### src/rtl/bp_me_wormhole_packet_assembler.sv
// Receive-side wormhole endpoint: gathers header-first flits into one
// header-on-LSB packet buffer and hands it to the coherence endpoint.
module bp_me_wormhole_packet_assembler #(
    parameter int unsigned flit_width_p        = 17,
    parameter int unsigned x_cord_width_p      = 4,
    parameter int unsigned y_cord_width_p      = 4,
    parameter int unsigned len_width_p         = 2,
    parameter int unsigned max_num_flit_p      = 3,
    parameter int unsigned max_payload_width_p = 40,
    localparam int unsigned packet_width_lp    = x_cord_width_p + y_cord_width_p
                                               + len_width_p + max_payload_width_p
) (
    input  logic                           clk_i,
    input  logic                           reset_i,

    input  logic [flit_width_p-1:0]        data_i,
    input  logic                           v_i,
    output logic                           ready_o,

    output logic [packet_width_lp-1:0]     packet_o,
    output logic [max_payload_width_p-1:0] payload_o,
    output logic                           v_o,
    input  logic                           ready_i,

    output logic                           error_o
);

    // One extra counter bit so that len = 2^len_width_p-1 cannot wrap.
    localparam int unsigned CNT_W   = len_width_p + 1;
    localparam int unsigned LEN_LSB = x_cord_width_p + y_cord_width_p;
    localparam int unsigned PAY_LSB = x_cord_width_p + y_cord_width_p + len_width_p;
    localparam int unsigned IDX_W   = $clog2(packet_width_lp);

    localparam logic [CNT_W-1:0]       MAX_FLIT_C = CNT_W'(max_num_flit_p);
    localparam logic [len_width_p-1:0] MAX_LEN_C  = len_width_p'(max_num_flit_p - 1);

    typedef enum logic [1:0] {
        S_IDLE = 2'd0,
        S_BUSY = 2'd1,
        S_FULL = 2'd2
    } state_e;

    state_e                     state_q, state_d;
    logic [CNT_W-1:0]           cnt_q,   cnt_d;
    logic [len_width_p-1:0]     len_q,   len_d;
    logic [packet_width_lp-1:0] buf_q,   buf_d;

    logic                       ready_c;
    logic                       flit_xfer_c;
    logic [len_width_p-1:0]     hdr_len_c;
    logic                       wr_en_c;
    logic [CNT_W-1:0]           wr_slot_c;

    // Len field as it would appear if data_i is a header flit.
    assign hdr_len_c = data_i[LEN_LSB +: len_width_p];

    // Flits are refused while holding a finished packet and while in reset.
    assign ready_c     = ~reset_i & (state_q != S_FULL);
    assign flit_xfer_c = v_i & ready_c;

    // Next-state, slot selection and buffer update.
    always_comb begin
        state_d   = state_q;
        cnt_d     = cnt_q;
        len_d     = len_q;
        buf_d     = buf_q;
        wr_en_c   = 1'b0;
        wr_slot_c = '0;

        unique case (state_q)
            S_IDLE: begin
                if (flit_xfer_c) begin
                    // Stale upper bits from a longer earlier packet must not leak.
                    buf_d     = '0;
                    wr_en_c   = 1'b1;
                    wr_slot_c = '0;
                    len_d     = hdr_len_c;
                    cnt_d     = CNT_W'(1);
                    state_d   = (hdr_len_c == '0) ? S_FULL : S_BUSY;
                end
            end
            S_BUSY: begin
                if (flit_xfer_c) begin
                    // Flits beyond the buffer (overlength packets) are consumed but dropped.
                    wr_en_c   = (cnt_q < MAX_FLIT_C);
                    wr_slot_c = cnt_q;
                    cnt_d     = cnt_q + CNT_W'(1);
                    if (cnt_q == {1'b0, len_q}) begin
                        state_d = S_FULL;
                    end
                end
            end
            S_FULL: begin
                if (ready_i) begin
                    state_d = S_IDLE;
                end
            end
            default: begin
                state_d = S_IDLE;
            end
        endcase

        // Place the flit into its slot; the last slot is truncated at the packet width.
        for (int unsigned s = 0; s < max_num_flit_p; s++) begin
            if (wr_en_c && (wr_slot_c == CNT_W'(s))) begin
                for (int unsigned b = 0; b < flit_width_p; b++) begin
                    if ((s * flit_width_p + b) < packet_width_lp) begin
                        buf_d[IDX_W'(s * flit_width_p + b)] = data_i[b];
                    end
                end
            end
        end
    end

    // State, counter, len and packet buffer registers.
    always_ff @(posedge clk_i) begin
        if (reset_i) begin
            state_q <= S_IDLE;
            cnt_q   <= '0;
            len_q   <= '0;
            buf_q   <= '0;
        end else begin
            state_q <= state_d;
            cnt_q   <= cnt_d;
            len_q   <= len_d;
            buf_q   <= buf_d;
        end
    end

    assign ready_o   = ready_c;
    assign v_o       = (state_q == S_FULL);
    assign packet_o  = buf_q;
    assign payload_o = buf_q[PAY_LSB +: max_payload_width_p];

    // Header flit announcing more flits than the buffer holds.
    assign error_o = ~reset_i & (state_q == S_IDLE) & v_i & (hdr_len_c > MAX_LEN_C);

    // A presented packet is held until the consumer takes it.
    a_v_hold : assert property (@(posedge clk_i) disable iff (reset_i)
        (v_o && !ready_i) |=> v_o);

    a_pkt_stable : assert property (@(posedge clk_i) disable iff (reset_i)
        (v_o && !ready_i) |=> $stable(packet_o));

endmodule

### config.mk
export PLATFORM = sky130hd
export DESIGN_NAME = bp_me_wormhole_packet_assembler
export DESIGN_NICKNAME = d
export VERILOG_FILES = /design/src/rtl/bp_me_wormhole_packet_assembler.sv
export SDC_FILE = /design/constraint.sdc
export NUM_CORES = 1
export LEC_CHECK = 0
export CORE_ASPECT_RATIO = 1.75
export CORE_UTILIZATION = 28
export DETAILED_ROUTE_END_ITERATION = 12
export GPL_ROUTABILITY_DRIVEN = 0
export GPL_TIMING_DRIVEN = 0
export SKIP_CTS_REPAIR_TIMING = 1
export SLEW_MARGIN = 20
export SYNTH_ARGS = -nofsm -noshare
export SYNTH_HDL_FRONTEND = slang
export SYNTH_SLANG_ARGS = --single-unit
### constraint.sdc
create_clock -name clk_i -period 3.6 [get_ports clk_i]
set_clock_uncertainty 0.15 [all_clocks]
set_input_delay 0.72 -clock clk_i [delete_from_list [all_inputs] [get_ports clk_i]]
set_output_delay 0.72 -clock clk_i [all_outputs]
set_load 0.01 [all_outputs]
Word-level counts from Yosys, hierarchy flattened --
Cells that the tools add are included. Widths: inputs -> output; s select.
Storage, ports and cells: input port bits 21, register bits 57
Cells by class: equality and inequality tests 10, reductions and logical operators 19, order comparisons 2, bitwise gates (word level) 6, add/sub/neg operators 1, multiplexer cells 19
Operators with widths (number):
- $mux 50 | 2
- $mux 17 | 2
- $mux 16 | 1
- $reduce_bool 2->1 | 7
- $mux 3 | 4
- $mux 2 | 5
- $ne 2x2->1 const B | 4
- $reduce_and 2->1 | 4
- $pmux 2 s3 | 1
- $pmux 3 s2 | 1
- $and 1x1->1 | 5
- $logic_not 2->1 | 2
- $reduce_and 4->1 | 1
- $add 3x1->3 const B | 1
- $eq 3x1->1 const B | 1
- $eq 3x2->1 | 1
- $eq 3x2->1 const B | 1
- $logic_and 1x1->1 | 3
- $logic_not 3->1 | 1
- $lt 3x2->1 const B | 1
- $reduce_and 3->1 | 1
- $eq 2x1->1 const B | 1
- $eq 2x2->1 const B | 1
- $gt 2x2->1 const B | 1
- other kinds (4) | 5

Logic depth before layout (Yosys ltp) --
depth in word-level cells 9, mapped depth 6, gate-level depth less buffers 4

Worst setup path before layout --
No wires, ideal clock.
kind in2out, start point in v_i, end point out error_o, buffers on the path 2, data required time 2730 ps, stages 4, arrival 1677 ps, setup slack 1053 ps, path through or3b_1 > buf_2 > buf_2 > nor3_1
Between the ends: cells in the longest elaborated chain, start to end 2
Ends and longest elaborated chain:
- start, declared | RTL line 17 | input logic v_i,
- $and 1x1->1 (2 in series) | RTL line 136 | assign error_o = ~reset_i & (state_q == S_IDLE) & v_i & (hdr_len_c > MAX_LEN_C);
- end, declared | RTL line 25 | output logic error_o
Every way passes these cells.

Final worst setup path --
Ends and elaborated chain as after synthesis.

==> results_dict.tcl <==
set metrics [dict create \
    crit_type "in -> out" \
    cts_tree "done" \
    ff2ff_setup_slack_ns 1.72 \
    critPathTopFamily "buffers and inverters" \
    synth_seq_area_share_pct 40.9 \
    final_util_pct 45.2 \
    worstPathCellList "dlymetal6s2s_1 -> or3b_1 -> buf_2 -> buf_2 -> nor3_1 -> clkdlybuf4s50_1" \
    synth_top_area_cell "dfxtp_1" \
    p_sw_mw 0.393 \
    tns_ns 0 \
    drive_gt1_share_pct 15.9 \
    syn_nets 296 \
    powerDensity_nw_per_um2 381 \
    fin_nets 420 \
    switching_share_pct 23.7 \
    worstMarginPinSlew_ns 0.598 \
    antenna_found_initial 0 \
    fmax_ghz 0.293 \
    p_int_mw 1.26 \
    crit_slowest_cell "clkdlybuf4s50_1" \
    layout_min_cycle_time_ns 3.41 \
    status "completed" \
    postLayoutCellArea_um2 4340 \
    vias_per_cell 4.43 \
    drt_iter0_markers 77 \
    overflow 0 \
    cp.arrival_ns 2.54 \
    p_comb_share_pct 14.2 \
    clkLatencyLatePin_ns 0.32 \
    syn2layout_area_growth_pct 55.4 \
    diodes 0 \
    synth_edf_count 0 \
    clock-sinks 57 \
    critical_path_buf_inv_count 4 \
    fp-row-count 47 \
    rsz0062_at_grt "false" \
    portBuffers 113 \
    async_flop_share_pct 0 \
    coreArea_um2 9590 \
    critPathCaptureType "output pin" \
    maxSlewHeadroom_pct 59.9 \
    slowest_delay_ns 0.58 \
    root_buffer "clkbuf_16" \
    dp_hpwl_mm 5.86 \
    ys_top_cells_by_area "dfxtp_1 (41%), mux2i_1 (19%), buf_4 (11%)" \
    ys_warn_count 0 \
    grt_usage_pct 15.9 \
    cp_max_fo 10 \
    synthCells 274 \
    hold_viol 0 \
    start_util_pct 29.1 \
    grt_pass1_wl_mm 12.5 \
    drc_errors 0 \
    period_share_pct 94.8 \
    clockPowerShare_pct 45.1 \
    cts_buffers 9 \
    grt_pass1_vias 2363 \
    netlist_area_um2 2790 \
    ys_types 32 \
    clkTransAtPathRegs_ns 0.05 \
    die_w_um 77.5 \
    finalSetupViolations 0 \
    yosys_register_bits 57 \
    die_h_um 134 \
    synth_top_area_share_pct 40.9 \
    cp.required_ns 2.73 \
    drv_slew 0 \
    total_power_mw 1.65 \
    hold_class "reg -> reg" \
    num_vias 2322 \
    place_area_um2 4070 \
    die-area_um2 10400 \
    p_leak_nw 1.67 \
    ir_worst_vdd_v 0.000281 \
    wl_per_cell_um 15.0 \
    hold_slack_ns 0.325 \
    start_kind "input port" \
    crit_top_cell "buf_2" \
    max_cap_violations 0 \
    p_seq_share_pct 40.7 \
    clockBufferDepth 2 \
    synth_area_per_cell_um2 10.2 \
    grt_max_degree 11 \
    wl_mm 7.87 \
    cts-htree-levels 3 \
    firstDrtPassIters 4 \
    io_pins 114 \
    synthFlopType "dfxtp_1" \
    ant_nets 0 \
]
[sequential cells by signal, indices dropped and copies added, names as in the netlist]
signal	cells
cnt_q	3
len_q	2
packet_o	50
state_q	2
[power by group through the flow]
stage / Sequential, mW / Clock, mW / Combinational [mW]
2_1_floorplan: 0.691 / 0 / 0.117
3_3_place_gp: 0.685 / 0 / 0.235
3_5_place_dp: 0.685 / 0 / 0.238
4_1_cts: 0.673 / 0.760 / 0.238
5_1_grt: 0.676 / 0.787 / 0.255
6_report: 0.673 / 0.746 / 0.235
[path summary, 6_finish.rpt]
kind / start / to / cells past startpoint
setup reg to reg: cnt_q[1] / packet_o[44] / 4
hold reg to reg: packet_o[9] / packet_o[9] / 2
hold / removal: packet_o[9] / packet_o[9] / 2
setup / recovery: v_i / error_o / 6
[stage by stage]
stage                     std cells  worst slack (ns)
final                           524             0.189
after global routing            524            0.0636
after CTS                       524            -0.207
after detailed placement        509            -0.205
after global placement          509            -0.195
after floorplan                 274              1.05
[cells in the final DEF, fill, tap and decap left out, types with 3 or more instances in the layout]
master	instances
clkbuf_1	12
clkdlybuf4s50_1	112
nor2_1	5
nor2b_1	4
nand3b_1	33
dfxtp_1	57
nor3_1	3
nand2b_1	36
buf_4	41
buf_2	5
mux2i_1	52
clkbuf_16	9
[kinds of logic (layout without fill, tap and decap cells)]
group,Yosys count,count (layout),share of synthesized area [%]
and+or+nand+nor,93,93,22.8
buffers and inverters,58,186,14.1
DFF,57,57,40.9
muxes,52,52,18.7
AOI/OAI and AO/OA,11,11,2.51
xor gates and xnor gates,2,2,0.628
adders and majority gates,1,1,0.448
[layout make-up]
type / count / area (µm²)
well taps: 122 / 153
plain buffers: 57 / 392
inverters: 1 / 3.75
flip-flops and latches: 57 / 1140
clock buffers: 15 / 258
fillers: 925 / 5250
multi-input cells: 159 / 1260
repair buffers: 113 / 1130
[worst register-to-register path: stages (launching register included)]
cell	delay (ns)
dfxtp_1	0.43
or2b_1	0.29
nor4_4	0.46
buf_6	0.27
mux2i_1	0.21
[synth_stat cells, drive strengths merged, types with 2 or more instances]
| library cell | n |
|---|---|
| o21a | 2 |
| o21ai | 2 |
| dfxtp | 57 |
| buf | 48 |
| nor4 | 2 |
| nor3 | 3 |
| clkbuf | 9 |
| a31oi | 2 |
| a21oi | 2 |
| nand2b | 37 |
| xor2 | 2 |
| nand2 | 3 |
| nand3b | 33 |
| nor2b | 4 |
| nor2 | 5 |
| mux2i | 52 |
[routing by layer]
| metal | GRT usage, % | wire [µm] | part of all wire, % | vias to the layer above |
|---|---|---|---|---|
| li1 | - | - | - | 1145 |
| met1 | 17.5 | 3130 | 40 | 1087 |
| met2 | 28.8 | 4230 | 54 | 77 |
| met3 | 3.33 | 330 | 4.2 | 13 |
| met4 | 7.44 | 167 | 2.1 | 0 |
| met5 | 0 | 0 | 0 | - |
(Power assumes the default switching activity.)
